==> src/rtl/lut_cfg_pkg.sv <==
`default_nettype none
// ============================================================================
// Module      : lut_cfg_pkg
// Description : Shared constants and FSM state type for the LUT config loader.
//               Optional parity frame enabled by macro LUT_CFG_PARITY_EN.
// Revision    : 1.0
// ============================================================================
package lut_cfg_pkg;

    localparam int ADDR_W_DEFAULT = 4;
    localparam int CFG_BITS       = 2 ** ADDR_W_DEFAULT;

`ifdef LUT_CFG_PARITY_EN
    localparam int PARITY_BITS = 1;
`else
    localparam int PARITY_BITS = 0;
`endif

    localparam int FRAME_BITS = CFG_BITS + PARITY_BITS;

    typedef enum logic [1:0] {
        ST_IDLE  = 2'd0,
        ST_SHIFT = 2'd1,
        ST_WRITE = 2'd2,
        ST_DONE  = 2'd3
    } state_t;

endpackage
`default_nettype wire

==> src/rtl/lut_cfg_loader_if.sv <==
`default_nettype none
// ============================================================================
// Module      : lut_cfg_loader_if
// Description : Serial frame input and LUT write-port bundle of the loader.
// Revision    : 1.0
// ============================================================================
interface lut_cfg_loader_if #(
    parameter int ADDR_W = lut_cfg_pkg::ADDR_W_DEFAULT
);
    logic              i_frame_start;
    logic              i_shift_valid;
    logic              i_sdi;
    logic [ADDR_W-1:0] o_addr;
    logic              o_data;
    logic              o_config_enable;
    logic              o_busy;
    logic              o_done;
    logic              o_err;

    modport master (
        output i_frame_start, i_shift_valid, i_sdi,
        input  o_addr, o_data, o_config_enable, o_busy, o_done, o_err
    );

    modport slave (
        input  i_frame_start, i_shift_valid, i_sdi,
        output o_addr, o_data, o_config_enable, o_busy, o_done, o_err
    );
endinterface
`default_nettype wire

==> src/rtl/lut_cfg_shreg.sv <==
`default_nettype none
// ============================================================================
// Module      : lut_cfg_shreg
// Description : MSB-first shift register with clear and parallel read port.
// Revision    : 1.0
// ============================================================================
module lut_cfg_shreg #(
    parameter int WIDTH = 16
) (
    input  wire logic             clk,
    input  wire logic             rst_n,
    input  wire logic             i_clr,
    input  wire logic             i_shift_en,
    input  wire logic             i_sdi,
    output logic      [WIDTH-1:0] o_q
);

    logic [WIDTH-1:0] r_q;

    // A clear combined with a shift loads the new bit as the first of a frame.
    always_ff @(posedge clk or negedge rst_n) begin
        if (!rst_n) begin
            r_q <= '0;
        end else if (i_clr) begin
            r_q <= {{(WIDTH-1){1'b0}}, i_shift_en & i_sdi};
        end else if (i_shift_en) begin
            r_q <= {r_q[WIDTH-2:0], i_sdi};
        end
    end

    assign o_q = r_q;

endmodule
`default_nettype wire

==> src/rtl/lut_cfg_loader.sv <==
`default_nettype none
// ============================================================================
// Module      : lut_cfg_loader
// Description : Receives a serial LUT configuration frame and replays it as
//               one registered LUT write per address. Macro LUT_CFG_PARITY_EN
//               adds a trailing even-parity bit and frame rejection.
// Revision    : 1.0
// ============================================================================
module lut_cfg_loader
    import lut_cfg_pkg::*;
#(
    parameter int ADDR_W = ADDR_W_DEFAULT
) (
    input  wire logic       clk,
    input  wire logic       rst_n,
    input  wire logic       ena,
    lut_cfg_loader_if.slave bus
);

    localparam int C_DATA_BITS  = 2 ** ADDR_W;
    localparam int C_FRAME_BITS = C_DATA_BITS + PARITY_BITS;
    localparam int C_CNT_W      = $clog2(C_FRAME_BITS + 1);
    localparam logic [C_CNT_W-1:0] C_LAST_BIT  = C_CNT_W'(C_FRAME_BITS - 1);
    localparam logic [C_CNT_W-1:0] C_CNT_ONE   = C_CNT_W'(1);
    localparam logic [ADDR_W-1:0]  C_LAST_ADDR = {ADDR_W{1'b1}};
    localparam logic [ADDR_W-1:0]  C_ADDR_ONE  = ADDR_W'(1);

    state_t                 r_state,   w_next_state;
    logic [C_CNT_W-1:0]     r_bit_cnt, w_next_cnt;
    logic [ADDR_W-1:0]      r_wr_addr, w_next_wr_addr;
    logic [C_DATA_BITS-1:0] w_shadow;
    logic                   w_clr, w_shift;
    logic                   w_cfg_en, w_data, w_done, w_busy;
    logic [ADDR_W-1:0]      w_addr;
    logic                   r_cfg_en, r_data, r_done, r_busy;
    logic [ADDR_W-1:0]      r_addr;
`ifdef LUT_CFG_PARITY_EN
    logic                   w_err, r_err;
`endif

    lut_cfg_shreg #(
        .WIDTH (C_DATA_BITS)
    ) u_shreg (
        .clk        (clk),
        .rst_n      (rst_n),
        .i_clr      (w_clr & ena),
        .i_shift_en (w_shift & ena),
        .i_sdi      (bus.i_sdi),
        .o_q        (w_shadow)
    );

    always_ff @(posedge clk or negedge rst_n) begin
        if (!rst_n) begin
            r_state   <= ST_IDLE;
            r_bit_cnt <= '0;
            r_wr_addr <= '0;
            r_cfg_en  <= 1'b0;
            r_addr    <= '0;
            r_data    <= 1'b0;
            r_done    <= 1'b0;
            r_busy    <= 1'b0;
        end else if (ena) begin
            r_state   <= w_next_state;
            r_bit_cnt <= w_next_cnt;
            r_wr_addr <= w_next_wr_addr;
            r_cfg_en  <= w_cfg_en;
            r_addr    <= w_addr;
            r_data    <= w_data;
            r_done    <= w_done;
            r_busy    <= w_busy;
        end
    end

    always_comb begin
        w_next_state   = r_state;
        w_next_cnt     = r_bit_cnt;
        w_next_wr_addr = r_wr_addr;
        w_clr          = 1'b0;
        w_shift        = 1'b0;
        w_cfg_en       = 1'b0;
        w_addr         = '0;
        w_data         = 1'b0;
        w_done         = 1'b0;
`ifdef LUT_CFG_PARITY_EN
        w_err          = 1'b0;
`endif
        case (r_state)
            ST_IDLE, ST_SHIFT: begin
                if (bus.i_frame_start) begin
                    w_next_state = ST_SHIFT;
                    w_clr        = 1'b1;
                    w_shift      = bus.i_shift_valid;
                    w_next_cnt   = bus.i_shift_valid ? C_CNT_ONE : '0;
                end else if (r_state == ST_SHIFT && bus.i_shift_valid) begin
                    if (r_bit_cnt == C_LAST_BIT) begin
                        w_next_cnt = '0;
`ifdef LUT_CFG_PARITY_EN
                        // Trailing bit is parity, never shifted into the shadow.
                        if (bus.i_sdi != ^w_shadow) begin
                            w_err        = 1'b1;
                            w_next_state = ST_IDLE;
                        end else begin
                            w_next_state = ST_WRITE;
                        end
`else
                        w_shift      = 1'b1;
                        w_next_state = ST_WRITE;
`endif
                    end else begin
                        w_shift    = 1'b1;
                        w_next_cnt = r_bit_cnt + C_CNT_ONE;
                    end
                end
            end
            ST_WRITE: begin
                w_cfg_en = 1'b1;
                w_addr   = r_wr_addr;
                w_data   = w_shadow[r_wr_addr];
                if (r_wr_addr == C_LAST_ADDR) begin
                    w_next_state   = ST_DONE;
                    w_next_wr_addr = '0;
                end else begin
                    w_next_wr_addr = r_wr_addr + C_ADDR_ONE;
                end
            end
            ST_DONE: begin
                w_done       = 1'b1;
                w_next_state = ST_IDLE;
            end
            default: w_next_state = ST_IDLE;
        endcase
        // Busy stays high through the final registered write beat.
        w_busy = (w_next_state == ST_SHIFT) || (w_next_state == ST_WRITE) ||
                 (r_state == ST_WRITE);
    end

`ifdef LUT_CFG_PARITY_EN
    always_ff @(posedge clk or negedge rst_n) begin
        if (!rst_n) begin
            r_err <= 1'b0;
        end else if (ena) begin
            r_err <= w_err;
        end
    end
    assign bus.o_err = r_err;
`else
    assign bus.o_err = 1'b0;
`endif

    assign bus.o_config_enable = r_cfg_en;
    assign bus.o_addr          = r_addr;
    assign bus.o_data          = r_data;
    assign bus.o_done          = r_done;
    assign bus.o_busy          = r_busy;

endmodule
`default_nettype wire
==> src/flat_wrapper.sv <==
// flat-port wrapper written by rule: the top's interface ports become plain ports
module lut_cfg_loader_flat import lut_cfg_pkg::*;
#(
    parameter int ADDR_W = ADDR_W_DEFAULT
)
  (clk, rst_n, ena, bus_i_frame_start, bus_i_shift_valid, bus_i_sdi, bus_o_addr, bus_o_data, bus_o_config_enable, bus_o_busy, bus_o_done, bus_o_err);
  lut_cfg_loader_if #(.ADDR_W(ADDR_W)) bus_i ();
  input  wire logic clk;
  input  wire logic rst_n;
  input  wire logic ena;
  input wire logic [$bits(bus_i.i_frame_start)-1:0] bus_i_frame_start;
  input wire logic [$bits(bus_i.i_shift_valid)-1:0] bus_i_shift_valid;
  input wire logic [$bits(bus_i.i_sdi)-1:0] bus_i_sdi;
  output wire logic [$bits(bus_i.o_addr)-1:0] bus_o_addr;
  output wire logic [$bits(bus_i.o_data)-1:0] bus_o_data;
  output wire logic [$bits(bus_i.o_config_enable)-1:0] bus_o_config_enable;
  output wire logic [$bits(bus_i.o_busy)-1:0] bus_o_busy;
  output wire logic [$bits(bus_i.o_done)-1:0] bus_o_done;
  output wire logic [$bits(bus_i.o_err)-1:0] bus_o_err;
  assign bus_i.i_frame_start = bus_i_frame_start;
  assign bus_i.i_shift_valid = bus_i_shift_valid;
  assign bus_i.i_sdi = bus_i_sdi;
  assign bus_o_addr = bus_i.o_addr;
  assign bus_o_data = bus_i.o_data;
  assign bus_o_config_enable = bus_i.o_config_enable;
  assign bus_o_busy = bus_i.o_busy;
  assign bus_o_done = bus_i.o_done;
  assign bus_o_err = bus_i.o_err;
  lut_cfg_loader #(.ADDR_W(ADDR_W)) u_core (.clk(clk), .rst_n(rst_n), .ena(ena), .bus(bus_i));
endmodule
==> config.mk <==
export PLATFORM = sky130hd
export DESIGN_NAME = lut_cfg_loader_flat
export DESIGN_NICKNAME = d
export VERILOG_FILES = /design/src/rtl/lut_cfg_pkg.sv /design/src/rtl/lut_cfg_loader_if.sv /design/src/rtl/lut_cfg_shreg.sv /design/src/rtl/lut_cfg_loader.sv /design/src/flat_wrapper.sv
export SDC_FILE = /design/constraint.sdc
export NUM_CORES = 1
export LEC_CHECK = 0
export CORE_UTILIZATION = 35
export CTS_CLUSTER_DIAMETER = 60
export DETAILED_ROUTE_END_ITERATION = 8
export PLACE_DENSITY = 0.5
export SETUP_SLACK_MARGIN = 0.05
export SLEW_MARGIN = 20
export SYNTH_ARGS = -nofsm -noshare
export SYNTH_HDL_FRONTEND = slang
export SYNTH_HIERARCHICAL = 1
export SYNTH_SLANG_ARGS = --single-unit
==> constraint.sdc <==
create_clock -name clk -period 2.5 [get_ports clk]
set_clock_uncertainty 0.2 [all_clocks]
set_input_delay 0.375 -clock clk [delete_from_list [all_inputs] [get_ports clk]]
set_output_delay 0.375 -clock clk [all_outputs]
set_load 0.01 [all_outputs]
Yosys cells after proc, flatten, opt, wreduce, memory -nomap -nowiden
Index checks and enable logic that the tools add are counted.
{"block": "totals", "regBits": 35, "inputBits": 6, "output_inout_bits": 9}
{"block": "classes", "addsub": 2, "order_cmp": 1, "eq_ne": 7, "mux": 23, "bitwise": 3, "n_reduce_logical": 9}
{"cell": "$mux W16", "n": 2}
{"cell": "$mux W5", "n": 3}
{"cell": "$mux W1", "n": 10}
{"cell": "$mux W2", "n": 4}
{"cell": "$mux W4", "n": 2}
{"cell": "$eq A2 B2 Y1 const B", "n": 3}
{"cell": "$pmux W2 S3", "n": 1}
{"cell": "$add A5 B1 Y5 const B", "n": 1}
{"cell": "$eq A5 B4 Y1 const B", "n": 1}
{"cell": "$lt A4 B5 Y1 const B", "n": 1}
{"cell": "$add A4 B1 Y4 const B", "n": 1}
{"cell": "$bmux W1 S4", "n": 1}
{"cell": "$eq A2 B1 Y1 const B", "n": 2}
{"cell": "$eq A4 B4 Y1 const B", "n": 1}
{"cell": "$reduce_bool A2 Y1", "n": 2}
{"cell": "$and A1 B1 Y1", "n": 3}
{"cell": "$reduce_and A3 Y1", "n": 1}
{"cell": "$logic_not A2 Y1", "n": 1}
{"cell": "$logic_or A1 B1 Y1", "n": 2}
{"cell": "$reduce_and A2 Y1", "n": 1}
{"cell": "$reduce_or A2 Y1", "n": 1}
{"cell": "$logic_and A1 B1 Y1", "n": 1}

Logic depth before layout (Yosys ltp)
{"block": "depth", "depth_word": 8, "ltp_mapped": 9}

Hierarchy
Netlist, hierarchy kept.
{"module": "lut_cfg_loader", "instances": 1, "cells_per_inst": 100, "area_per_inst_um2": 1059.8, "seq_area_each_um2": 475.5}
{"module": "lut_cfg_shreg", "instances": 1, "cells_per_inst": 52, "area_per_inst_um2": 658.1, "seq_area_each_um2": 400.4}

Worst setup path before layout
OpenSTA, ideal clock, no wires.
{"block": "synth_timing", "path_kind": "register -> register", "startpoint": "register u_core.r_state[1]", "endpoint": "register u_core.u_shreg.r_q[4], in the netlist u_core/u_shreg/o_q[4]", "setup_ns": 0.121, "arrival_ns": 1.800, "path_slack_ns": 0.379, "path_stages_with_launch": 10, "n_path_buf": 4, "period_less_slack_ns": 2.121, "path_cell_list": "dfrtp_1 > buf_2 > and3b_1 > or2_2 > clkbuf_1 > and2_1 > buf_6 > buf_12 > mux2i_1 > nor2_1"}
{"block": "synth_via", "elab_chain_cells": 7}
{"item": "from (decl)", "line_no": "lut_cfg_loader.sv:28", "rtl": "state_t r_state, w_next_state;"}
{"item": "from (signal assigned)", "line_no": "lut_cfg_loader.sv:63", "rtl": "r_state <= w_next_state;"}
{"item": "$eq A2 B1 Y1", "line_no": "lut_cfg_loader.sv:87, lut_cfg_loader.sv:94"}
{"item": "$logic_and A1 B1 Y1", "line_no": "lut_cfg_loader.sv:94", "rtl": "end else if (r_state == ST_SHIFT && bus.i_shift_valid) begin"}
{"item": "$mux W1", "line_no": "lut_cfg_loader.sv:94"}
{"item": "$mux W1", "line_no": "lut_cfg_loader.sv:89", "rtl": "if (bus.i_frame_start) begin"}
{"item": "$mux W1", "line_no": "lut_cfg_loader.sv:87", "rtl": "case (r_state)"}
{"item": "$and A1 B1 Y1", "line_no": "lut_cfg_loader.sv:47", "rtl": ".i_shift_en (w_shift & ena),"}
{"item": "$reduce_bool A2 Y1 (no source line)"}
{"item": "to (signal assigned)", "line_no": "lut_cfg_shreg.sv:25", "rtl": "r_q <= {{(WIDTH-1){1'b0}}, i_shift_en & i_sdi};"}
{"item": "to (signal assigned)", "line_no": "lut_cfg_shreg.sv:27", "rtl": "r_q <= {r_q[WIDTH-2:0], i_sdi};"}
{"item": "to (decl)", "line_no": "lut_cfg_shreg.sv:18", "rtl": "logic [WIDTH-1:0] r_q;"}
Several ways; a longest one is shown, not always the timed one.
A chain may end at the register's enable or synchronous reset.

Final worst setup path
{"block": "layout_timing", "startpoint": "register u_core.r_state[1]", "endpoint": "register u_core.u_shreg.r_q[2], in the netlist u_core/u_shreg/o_q[2]"}
Same word-level chain as after synthesis.

==> run metrics <==
TritonCTS clock tree yes; vias in the first global route 1143; register area share after synthesis 50.98%; Post-Route WL 3.267 mm; syn nets 160; Hold Crit Class register to register; cts repair resizes 0; hold bufs inserted after CTS 0; pwr dens 621.8 mW/mm2; wire per inst 13.90 um; Reg area 875.8 um2; fin area 0.002013 mm2; residual DRC count 0; Worst setup SP type register; Starting Density 36.37%; final setup fails 0; Tmin final 2.072 ns; Reg2Reg Setup Slack 0.43 ns; Final Util 42.62%; max_cap viols 0; worst path arrival time 2.05 ns; flops & latches, synth 35; area growth from synthesis to layout 17.19%; Final TNS setup 0 ns; Peak VDD IR 0.0002100 V; Leak 0.9217 nW; Post-synth ARST share 100.0%; number of flops mapped to enable cells by yosys 0; pre-CTS setup slack 0.1335 ns; RePlAce Congestion 0.7708; Max Slew Vio Count 0; I/O pins 15; Final Cycle Share 82.86%; fmax 482.7 MHz; Ant. Diodes 0; DRT antenna net count 0; CP endpoint kind register; fin nets 175; share of cells above drive strength 1 11.90%; status complete, no violations; clk_lat worst skew 0.29 ns; RSZ-0062 raised after global routing false; Die Y 72.06 um; GRT Total Usage 14.49%; Top FF cell, synth dfrtp_1; post-CTS setup buffer count 0; DR vias/cell 4.919; pin count of the biggest net entering global routing 36; Crit. Startpoint u_core/r_state[1]; Min Hold Slack 0.2837 ns; fill count 458; Critical Path RT 2.47 ns; RR Startpoint u_core/r_state[1]; die width 72.06 um; mean post-synth cell area 11.30 um2; first-pass GRT wire length 5.644 mm; synthesized cell area 0.001718 mm2; Iter 0 DRT Violations 75; Num CTS Buffers 5; Hold Path End u_core/bus.o_config_enable; Worst Hold Depth 1; total gr overflow 0; Setup WS post-layout 0.4284 ns; CTS sink count 35; die area 0.005193 mm2; Worst-path clk slew 0.07 ns; HP Start u_core/bus.o_config_enable; core area 0.004723 mm2; Clk Tree Root Cell clkbuf_8; Multi-input gate area 745.7 um2; H-tree Lvls 2; maximum clock insertion buffer count 2; vias post-DR 1156; HPWL Detailed 2.175 mm; num rows 25; DP Area 0.001896 mm2; DR pass1 iterations 5; final hold viol count 0; CP max FO 17; initial antenna violation count 0; R2R cell count 6; Synth Warn # 6; Port Buffers 13; Syn Inst Count 152; Setup CP Type register to register; r2r endpoint u_core/u_shreg/o_q[2]; Distinct cells, synth 41
[worst max-delay path: stages (launching register included)]
cell and delay [ns]:
dfrtp_1 0.51, and3b_1 0.25, or2_2 0.36, and2_1 0.18, buf_4 0.22, mux2i_1 0.18
nor2_1 0.06
[Yosys cell counts, types with 3 or more instances]
library cell | instances | area share [%]
mux2i_1 | 16 | 9.3
mux2_2 | 3 | 2.0
dfrtp_1 | 35 | 51
a21oi_1 | 5 | 1.5
nand2_1 | 13 | 2.8
mux4_1 | 3 | 4.6
nor2_1 | 20 | 4.4
clkbuf_1 | 3 | 0.66
and3b_1 | 3 | 1.5
inv_1 | 4 | 0.87
nand2b_1 | 3 | 1.1
a22o_1 | 3 | 1.5
buf_2 | 4 | 1.2
[where the power goes]
part           internal [mW]  switching (mW)
sequential             0.589          0.0260
combinational         0.0515          0.0626
clock                  0.322           0.200
[cell usage in the layout (no fill, tap or decap), types with 2 or more instances in the layout]
cell type	synthesis	final
ha_1	2	2
a21oi_1	5	5
mux2i_1	16	16
mux2_2	3	3
nand2b_1	3	3
inv_1	4	4
nand4_1	2	2
o21ai_0	2	2
clkbuf_8	0	6
nand2_1	13	13
dfrtp_1	35	35
and2_1	2	2
buf_4	1	6
xor2_1	2	2
xnor2_1	2	2
mux4_1	3	3
nor2_1	20	20
o22ai_1	2	2
a22o_1	3	3
nand3_1	2	2
clkdlybuf4s50_1	0	13
and3b_1	3	3
[sequential cells by signal, indices dropped and copies added, names as in the netlist]
name                        cells
u_core/u_shreg/o_q             16
u_core/r_bit_cnt                5
u_core/bus.o_addr               4
u_core/r_wr_addr                4
u_core/r_state                  2
u_core/bus.o_busy               1
u_core/bus.o_config_enable      1
u_core/bus.o_data               1
u_core/bus.o_done               1
[worst max-delay path by stage]
| stage | to | slack [ns] | cells after the start |
|---|---|---|---|
| 6_report | u_core/u_shreg/o_q[2] | 0.43 | 6 |
| 5_1_grt | u_core/u_shreg/o_q[4] | 0.30 | 6 |
| 4_1_cts | u_core/u_shreg/o_q[1] | 0.42 | 6 |
| 3_5_place_dp | u_core/u_shreg/o_q[1] | 0.13 | 7 |
| 3_3_place_gp | u_core/u_shreg/o_q[15] | 0.17 | 7 |
| 2_1_floorplan | u_core/u_shreg/o_q[4] | 0.38 | 9 |
[cell type report]
cell class / instances / share of cell area, %
tap: 67 / 4.164
sequential: 35 / 43.51
clock inverter: 2 / 1.740
multi-input combinational: 102 / 37.04
clock buffer: 6 / 4.102
inverter: 4 / 0.7458
timing repair buffer: 19 / 8.701
[kinds of logic (layout without fill, tap and decap cells)]
group                    Yosys count  in the layout  share of synthesized area [%]
XOR/XNOR                           4              4                          2.040
flip-flops                        35             35                          50.98
AO/OA/AOI/OAI                     19             19                          7.867
adder cells (fa/ha/maj)            2              2                          1.456
AND/OR/NAND/NOR                   54             54                          15.95
multiplexers                      22             22                          15.88
other                              1              1                         0.2183
buffers and inverters             15             31                          5.608
[stage by stage]
step | power (mW) | instances
5_1_grt | 1.320 | 235
6_report | 1.252 | 235
3_5_place_dp | 0.7395 | 227
2_1_floorplan | 0.6982 | 152
3_3_place_gp | 0.7312 | 227
4_1_cts | 1.275 | 235
[metal layers]
metal / vias up / track usage (%) / share of wire [%]
li1: 558 / - / -
met1: 572 / 19.51 / 51
met2: 20 / 22.01 / 45
met3: 6 / 4.583 / 2.7
met4: 0 / 5.229 / 1.5
met5: - / 0 / 0
No activity file was read; power rests on OpenSTA's default activity.
